## config.mk

```make
export PLATFORM = sky130hd
export DESIGN_NAME = div_unit_flat
export DESIGN_NICKNAME = d
export VERILOG_FILES = /design/src/rtl/div_pkg.sv /design/src/rtl/div_if.sv /design/src/rtl/div_step.sv /design/src/rtl/div_unit.sv /design/src/flat_wrapper.sv
export SDC_FILE = /design/constraint.sdc
export NUM_CORES = 1
export LEC_CHECK = 0
export ABC_AREA = 0
export CAP_MARGIN = 20
export CORE_ASPECT_RATIO = 0.5
export CORE_MARGIN = 2
export CORE_UTILIZATION = 34
export CTS_CLUSTER_SIZE = 8
export DETAILED_ROUTE_END_ITERATION = 6
export GPL_TIMING_DRIVEN = 0
export PLACE_DENSITY = 0.59
export REMOVE_ABC_BUFFERS = 1
export SYNTH_ARGS = -nofsm -noshare
export SYNTH_HDL_FRONTEND = slang
export SYNTH_HIERARCHICAL = 1
export SYNTH_SLANG_ARGS = --single-unit
```

## constraint.sdc

```tcl
create_clock -name Clk -period 3.9 [get_ports Clk]
set_clock_uncertainty 0.15 [all_clocks]
set_input_delay 0.975 -clock Clk [delete_from_list [all_inputs] [get_ports Clk]]
set_output_delay 0.975 -clock Clk [all_outputs]
set_load 0.05 [all_outputs]
```

## src/rtl/div_pkg.sv

```systemverilog
// Shared types and constants for the multi-cycle divider.
package div_pkg;

  localparam int unsigned DIV_WIDTH = 32;

  typedef enum logic [1:0] {
    IDLE = 2'd0,
    CALC = 2'd1,
    FIX  = 2'd2,
    DONE = 2'd3
  } div_state_e;

  // Step counter width for a given operand width
  function automatic int unsigned cnt_width(input int unsigned w);
    return $clog2(w);
  endfunction

endpackage

```

## src/rtl/div_if.sv

```systemverilog
// Request/result bundle between pipeline control and the divider.
// SignedOp exists only when DIV_SIGNED_EN is defined.
interface div_if
  import div_pkg::*;
#(
  parameter int unsigned WIDTH = DIV_WIDTH
);

  logic             Start;
  logic [WIDTH-1:0] A;
  logic [WIDTH-1:0] B;
`ifdef DIV_SIGNED_EN
  logic             SignedOp;
`endif
  logic             Busy;
  logic             Done;
  logic [WIDTH-1:0] Quotient;
  logic [WIDTH-1:0] Remainder;
  logic             DivZero;

`ifdef DIV_SIGNED_EN
  modport master (output Start, A, B, SignedOp,
                  input  Busy, Done, Quotient, Remainder, DivZero);
  modport slave  (input  Start, A, B, SignedOp,
                  output Busy, Done, Quotient, Remainder, DivZero);
`else
  modport master (output Start, A, B,
                  input  Busy, Done, Quotient, Remainder, DivZero);
  modport slave  (input  Start, A, B,
                  output Busy, Done, Quotient, Remainder, DivZero);
`endif

endinterface

```

## src/rtl/div_step.sv

```systemverilog
// One combinational restoring-division step on {rem, quo}.
module div_step
  import div_pkg::*;
#(
  parameter int unsigned WIDTH = DIV_WIDTH
) (
  input  logic [WIDTH:0]   rem_i,
  input  logic [WIDTH-1:0] quo_i,
  input  logic [WIDTH-1:0] divisor_i,
  output logic [WIDTH:0]   rem_o,
  output logic [WIDTH-1:0] quo_o
);

  logic [WIDTH+1:0] shifted;
  logic [WIDTH+1:0] trial;
  logic             negative;

  // Shift in next dividend bit, trial-subtract, restore on borrow
  always_comb begin
    shifted  = {rem_i, quo_i[WIDTH-1]};
    trial    = shifted - {2'b00, divisor_i};
    negative = trial[WIDTH+1];
    rem_o    = negative ? shifted[WIDTH:0] : trial[WIDTH:0];
    quo_o    = {quo_i[WIDTH-2:0], ~negative};
  end

endmodule

```

## src/rtl/div_unit.sv

```systemverilog
// Multi-cycle restoring integer divider (quotient -> LO, remainder -> HI).
// Optional signed support selected by the DIV_SIGNED_EN macro.
module div_unit
  import div_pkg::*;
#(
  parameter int unsigned WIDTH = DIV_WIDTH
) (
  input  logic Clk,
  input  logic Rst_n,
  div_if.slave bus
);

  localparam int unsigned CW = cnt_width(WIDTH);

  div_state_e       state_q, state_d;
  logic             busy_q, busy_d;
  logic             done_q, done_d;
  logic [CW-1:0]    cnt_q, cnt_d;
  logic [WIDTH:0]   rem_q, rem_d;
  logic [WIDTH-1:0] quo_q, quo_d;
  logic [WIDTH-1:0] div_q, div_d;
  logic             neg_quo_q, neg_quo_d;
  logic             neg_rem_q, neg_rem_d;
  logic [WIDTH-1:0] quotient_q, quotient_d;
  logic [WIDTH-1:0] remainder_q, remainder_d;
  logic             divzero_q, divzero_d;

  logic             signed_op;
  logic             a_neg, b_neg;
  logic [WIDTH-1:0] a_mag, b_mag;
  logic [WIDTH:0]   step_rem;
  logic [WIDTH-1:0] step_quo;

`ifdef DIV_SIGNED_EN
  assign signed_op = bus.SignedOp;
`else
  assign signed_op = 1'b0;
`endif

  // Operand magnitudes and sign flags taken at accept
  always_comb begin
    a_neg = signed_op & bus.A[WIDTH-1];
    b_neg = signed_op & bus.B[WIDTH-1];
    a_mag = a_neg ? (~bus.A + WIDTH'(1)) : bus.A;
    b_mag = b_neg ? (~bus.B + WIDTH'(1)) : bus.B;
  end

  div_step #(.WIDTH(WIDTH)) u_step (
    .rem_i     (rem_q),
    .quo_i     (quo_q),
    .divisor_i (div_q),
    .rem_o     (step_rem),
    .quo_o     (step_quo)
  );

  // State and datapath registers
  always_ff @(posedge Clk or negedge Rst_n) begin
    if (!Rst_n) begin
      state_q     <= IDLE;
      busy_q      <= 1'b0;
      done_q      <= 1'b0;
      cnt_q       <= '0;
      rem_q       <= '0;
      quo_q       <= '0;
      div_q       <= '0;
      neg_quo_q   <= 1'b0;
      neg_rem_q   <= 1'b0;
      quotient_q  <= '0;
      remainder_q <= '0;
      divzero_q   <= 1'b0;
    end else begin
      state_q     <= state_d;
      busy_q      <= busy_d;
      done_q      <= done_d;
      cnt_q       <= cnt_d;
      rem_q       <= rem_d;
      quo_q       <= quo_d;
      div_q       <= div_d;
      neg_quo_q   <= neg_quo_d;
      neg_rem_q   <= neg_rem_d;
      quotient_q  <= quotient_d;
      remainder_q <= remainder_d;
      divzero_q   <= divzero_d;
    end
  end

  // Next-state and datapath control; Done is raised on leaving DONE
  always_comb begin
    state_d     = state_q;
    busy_d      = busy_q;
    done_d      = 1'b0;
    cnt_d       = cnt_q;
    rem_d       = rem_q;
    quo_d       = quo_q;
    div_d       = div_q;
    neg_quo_d   = neg_quo_q;
    neg_rem_d   = neg_rem_q;
    quotient_d  = quotient_q;
    remainder_d = remainder_q;
    divzero_d   = divzero_q;

    case (state_q)
      IDLE: begin
        if (bus.Start) begin
          busy_d = 1'b1;
          if (bus.B == '0) begin
            state_d     = DONE;
            quotient_d  = '1;
            remainder_d = bus.A;
            divzero_d   = 1'b1;
          end else begin
            state_d   = CALC;
            rem_d     = '0;
            quo_d     = a_mag;
            div_d     = b_mag;
            cnt_d     = '0;
            neg_quo_d = a_neg ^ b_neg;
            neg_rem_d = a_neg;
            divzero_d = 1'b0;
          end
        end
      end
      CALC: begin
        rem_d = step_rem;
        quo_d = step_quo;
        if (cnt_q == CW'(WIDTH - 1)) begin
          cnt_d   = '0;
          state_d = FIX;
        end else begin
          cnt_d = cnt_q + CW'(1);
        end
      end
      FIX: begin
        quotient_d  = neg_quo_q ? (~quo_q + WIDTH'(1)) : quo_q;
        remainder_d = neg_rem_q ? (~rem_q[WIDTH-1:0] + WIDTH'(1)) : rem_q[WIDTH-1:0];
        state_d     = DONE;
      end
      DONE: begin
        state_d = IDLE;
        busy_d  = 1'b0;
        done_d  = 1'b1;
      end
      default: state_d = IDLE;
    endcase
  end

  assign bus.Busy      = busy_q;
  assign bus.Done      = done_q;
  assign bus.Quotient  = quotient_q;
  assign bus.Remainder = remainder_q;
  assign bus.DivZero   = divzero_q;

endmodule

```

## src/flat_wrapper.sv

```systemverilog
// flat-port wrapper written by rule: the top's interface ports become plain ports
module div_unit_flat import div_pkg::*;
#(
  parameter int unsigned WIDTH = DIV_WIDTH
)
  (Clk, Rst_n, bus_Start, bus_A, bus_B, bus_Busy, bus_Done, bus_Quotient, bus_Remainder, bus_DivZero);
  div_if #(.WIDTH(WIDTH)) bus_i ();
  input  logic Clk;
  input  logic Rst_n;
  input wire logic [$bits(bus_i.Start)-1:0] bus_Start;
  input wire logic [$bits(bus_i.A)-1:0] bus_A;
  input wire logic [$bits(bus_i.B)-1:0] bus_B;
  output wire logic [$bits(bus_i.Busy)-1:0] bus_Busy;
  output wire logic [$bits(bus_i.Done)-1:0] bus_Done;
  output wire logic [$bits(bus_i.Quotient)-1:0] bus_Quotient;
  output wire logic [$bits(bus_i.Remainder)-1:0] bus_Remainder;
  output wire logic [$bits(bus_i.DivZero)-1:0] bus_DivZero;
  assign bus_i.Start = bus_Start;
  assign bus_i.A = bus_A;
  assign bus_i.B = bus_B;
  assign bus_Busy = bus_i.Busy;
  assign bus_Done = bus_i.Done;
  assign bus_Quotient = bus_i.Quotient;
  assign bus_Remainder = bus_i.Remainder;
  assign bus_DivZero = bus_i.DivZero;
  div_unit #(.WIDTH(WIDTH)) u_core (.Clk(Clk), .Rst_n(Rst_n), .bus(bus_i));
endmodule
```

==> run_results.csv <==
group,metric,value,unit
power,pwr-share-comb,0.603,
finish,syn_to_final_growth,24.21,%
power,power,0.01293,W
worst_hold_path,holdCritPathClass,"flip-flop to flip-flop",
power,p_seq_frac,0.250,
drt,vias,6829,
power,power.density,1078,nW/um^2
drt,totalWireLength,23570,um
power,intPower,0.007340,W
synthesis,synth.distinct_cells,62,
placed_design,dp_slack,-603.4,ps
sta,slew_violations,0,
floorplanning,floorplan.initialDensity,0.3470,
clock_tree,clock-sinks,171,
placed_design,io_buffer_count,133,
critical_path,setup.worst_path.end_class,"flip-flop",
floorplanning,rows,43,
critical_path,reg2reg_to,"u_core/rem_q[3]",
synthesis,synth_edf_count,0,
power,p_leak,5.258,nW
critical_path,r2r_cells,11,
placed_design,place_inst,1309,
clock_tree,numCtsBuffers,17,
synthesis,ys_seq_elements,171,
floorplanning,dieArea,29840,um^2
synthesis,synth_warnings,6,
floorplanning,die_h,123.1,um
placed_design,place.gp.congestion,0.7645,
finish,fin_util,0.4311,
drt,drtAntennaViolNets,0,
critical_path,cp_max_fo,21,
critical_path,critPathBufInv,1,
clock_tree,cts_max_level,4,
power,ir_worst_vdd,0.3944,mV
drt,drtIter0Drc,344,
outcome,status,"complete, no violations",
finish,final_cell_mix,"171 x dfrtp_1, 132 x clkdlybuf4s50_1, 100 x mux2_2",
global_route,grt_pass1_wl,38080,um
floorplanning,ioPinCount,134,
power,swShare,0.4323,
power,power.switching,0.005589,W
critical_path,worstPathCellList,"ha_1 -> nand4_1 -> or3b_1 -> a211oi_4 -> o31ai_1 -> and3_4 -> o31ai_4 -> xor2_4 -> buf_16 -> mux2_1 -> a22o_1",
sta,finalHoldViolCount,0,
sta,finalCritPeriodShare,0.9431,
critical_path,slowest_delay,460,ps
clock_tree,ctsHoldBuffers,0,
sta,tightest_slew,979.6,ps
drt,drc,0,
synthesis,synth.yosys.seq_area_share,0.4433,
critical_path,path_class,"flip-flop to flip-flop",
finish,diodes,0,
clock_tree,cts-root-buf,"clkbuf_16",
sta,max_freq,0.2719,GHz
critical_path,rrSetupSlack,220,ps
global_route,grt_pass1_vias,7126,
global_route,antenna_found_initial,0,
floorplanning,core-area,27820,um^2
finish,drive_above_1_share,0.2050,
synthesis,netlist_area,9653,um^2
critical_path,critical_path.startpoint_type,"flip-flop",
clock_tree,cts_buffer_depth,2,
clock_tree,cts_tree,"yes",
placed_design,dp_hpwl,17100,um
critical_path,r2r_start,"u_core/rem_q[13]",
drt,first_pass_iters,5,
global_route,grt_use_total,0.1612,
synthesis,async_flop_share,1.000,
power,clock_power_share,0.147,
finish,final_common_cell,"dfrtp_1",
synthesis,ys.flop_type,"dfrtp_1",
sta,rsz0062_at_grt,"no",
clock_tree,cts.clk_slew.worst_paths,70,ps
finish,n_fill_cell,2565,
sta,min_period,3678,ps
drt,viasPerCell,5.085,
critical_path,crit_family,"compound AO/OA/AOI/OAI gates",
critical_path,cp_slowest_cell,"or3b_1",
sta,hold_slack,331.9,ps
finish,finalNonFillerCells,1343,
synthesis,syn_inst,861,
critical_path,arrival,3850,ps
sta,max-slew-margin-rel,0.3470,
critical_path,worst-endpoint-required,4070,ps
global_route,gr-total-overflow,0,
worst_hold_path,holdPathEnd,"u_core/bus.DivZero",
sta,setup_slack,221.8,ps
sta,setup_violations,0,
synthesis,syn_area_per_cell,11.21,um^2
clock_tree,clk_latency,440,ps
finish,fin_nets,1057,
worst_hold_path,whs_path_depth,2,
worst_hold_path,hold_start,"u_core/bus.DivZero",
drt,drt-wirelength-per-cell,17.55,um
floorplanning,die_w,242.3,um
global_route,grt_max_degree,100,
run,maxCapViolations,0,
power by group through the flow:
stage / registers [W] / logic, W / clock network [W]
2_1_floorplan: 0.00432 / 0.00433 / 0
3_3_place_gp: 0.00323 / 0.00719 / 0
3_5_place_dp: 0.00327 / 0.00766 / 0
4_1_cts: 0.00325 / 0.00779 / 0.00194
5_1_grt: 0.00336 / 0.00844 / 0.00202
6_report: 0.00324 / 0.00779 / 0.00190
registers in the layout, indices dropped and copies added, names as in the netlist:
signal and cells:
u_core/bus.Quotient 32, u_core/bus.Remainder 32, u_core/bus.Busy 1, u_core/rem_q 33
u_core/bus.Done 1, u_core/cnt_q 5, u_core/quo_q 32, u_core/bus.DivZero 1
u_core/div_q 32, u_core/state_q 2
routing by layer:
metal	vias to the layer above	global-route usage	wire length [um]
met5	-	0	0
met4	0	0.04475	233
met3	13	0.03299	655
met2	96	0.2622	11010
met1	3463	0.2197	11670
li1	3257	-	-
cell families after synthesis:
kind of cell	Yosys count	synth area share
xor gates and xnor gates	29	0.02631
DFF	171	0.4433
and+or+nand+nor	159	0.08010
AOI/OAI and AO/OA	219	0.1865
adders and majority gates	40	0.05263
buffers and inverters	120	0.06805
muxes	123	0.1431
cell type report:
type                       count  area (um^2)  share of cell area
multi-input combinational    570         4771              0.3979
sequential                   171         4279              0.3569
timing repair buffer         149         1662              0.1386
tap                          382        478.0             0.03986
clock buffer                  20        456.7             0.03809
clock inverter                10        190.2             0.01586
inverter                      41        153.9             0.01284
tightest hold or removal path: cells and delay by family (launching register included):
family	cells	cell delay [ps]
flip-flops	1	340
AO/OA/AOI/OAI	1	50
AND/OR/NAND/NOR	1	50
cell usage after synthesis (2+ instances only):
library cell | instances | area (um^2)
nand2b_1 | 4 | 25.02
o31ai_1 | 6 | 45.04
nor4_1 | 4 | 25.02
a21oi_1 | 32 | 160.2
o21a_1 | 5 | 37.54
nor3_1 | 7 | 35.03
nand3_1 | 3 | 15.01
a32o_1 | 2 | 20.02
mux2i_1 | 3 | 30.03
a21boi_0 | 2 | 15.01
clkbuf_1 | 23 | 86.33
a211oi_1 | 5 | 37.54
o22a_1 | 32 | 280.3
a21o_1 | 25 | 187.7
nor4_2 | 4 | 50.05
a22o_1 | 36 | 315.3
nand2_1 | 21 | 78.83
xor2_1 | 10 | 87.58
o21bai_1 | 3 | 22.52
buf_6 | 7 | 78.83
nor2b_1 | 11 | 68.82
a211oi_2 | 2 | 25.02
dfrtp_1 | 171 | 4279
o22ai_2 | 28 | 350.3
nand4_1 | 6 | 37.54
and3_1 | 2 | 12.51
nand4_2 | 2 | 25.02
mux2_2 | 100 | 1126
o22ai_1 | 4 | 25.02
a31o_1 | 2 | 17.52
a31oi_1 | 2 | 12.51
nor2_1 | 86 | 322.8
mux2_1 | 20 | 225.2
inv_1 | 41 | 153.9
ha_1 | 39 | 488.0
a31o_2 | 2 | 17.52
o21ai_0 | 17 | 85.08
o31ai_4 | 2 | 42.54
buf_2 | 12 | 60.06
buf_4 | 37 | 277.8
o211ai_1 | 2 | 15.01
xnor2_1 | 19 | 166.4
how the worst max path moves through the flow:
stage / from / to / cells past startpoint
final: u_core/rem_q[13] / u_core/rem_q[3] / 11
after global routing: u_core/rem_q[7] / u_core/rem_q[6] / 11
after CTS: u_core/rem_q[13] / u_core/rem_q[3] / 11
after detailed placement: bus_B[10] / u_core/quo_q[16] / 8
after global placement: Rst_n / u_core/bus.Quotient[22] / 1
after floorplan: u_core/rem_q[7] / u_core/rem_q[32] / 11
timing repair:
item | 4_1_cts | 5_1_grt
setup buffers | 4 | 0
pin swaps | 1 | 0
hold endpoints to repair | 0 | 0
endpoints found under the setup margin | 40 | 4
resized for setup | 0 | 3
cloned | 0 | 0
stage by stage:
stage	setup TNS, ps	instance area, um^2
2_1_floorplan	-25930	9150
3_3_place_gp	-1182780	10960
3_5_place_dp	-33050	11280
4_1_cts	0	11970
5_1_grt	0	11990
6_report	0	11990
Power figures use the tool's default switching activity.
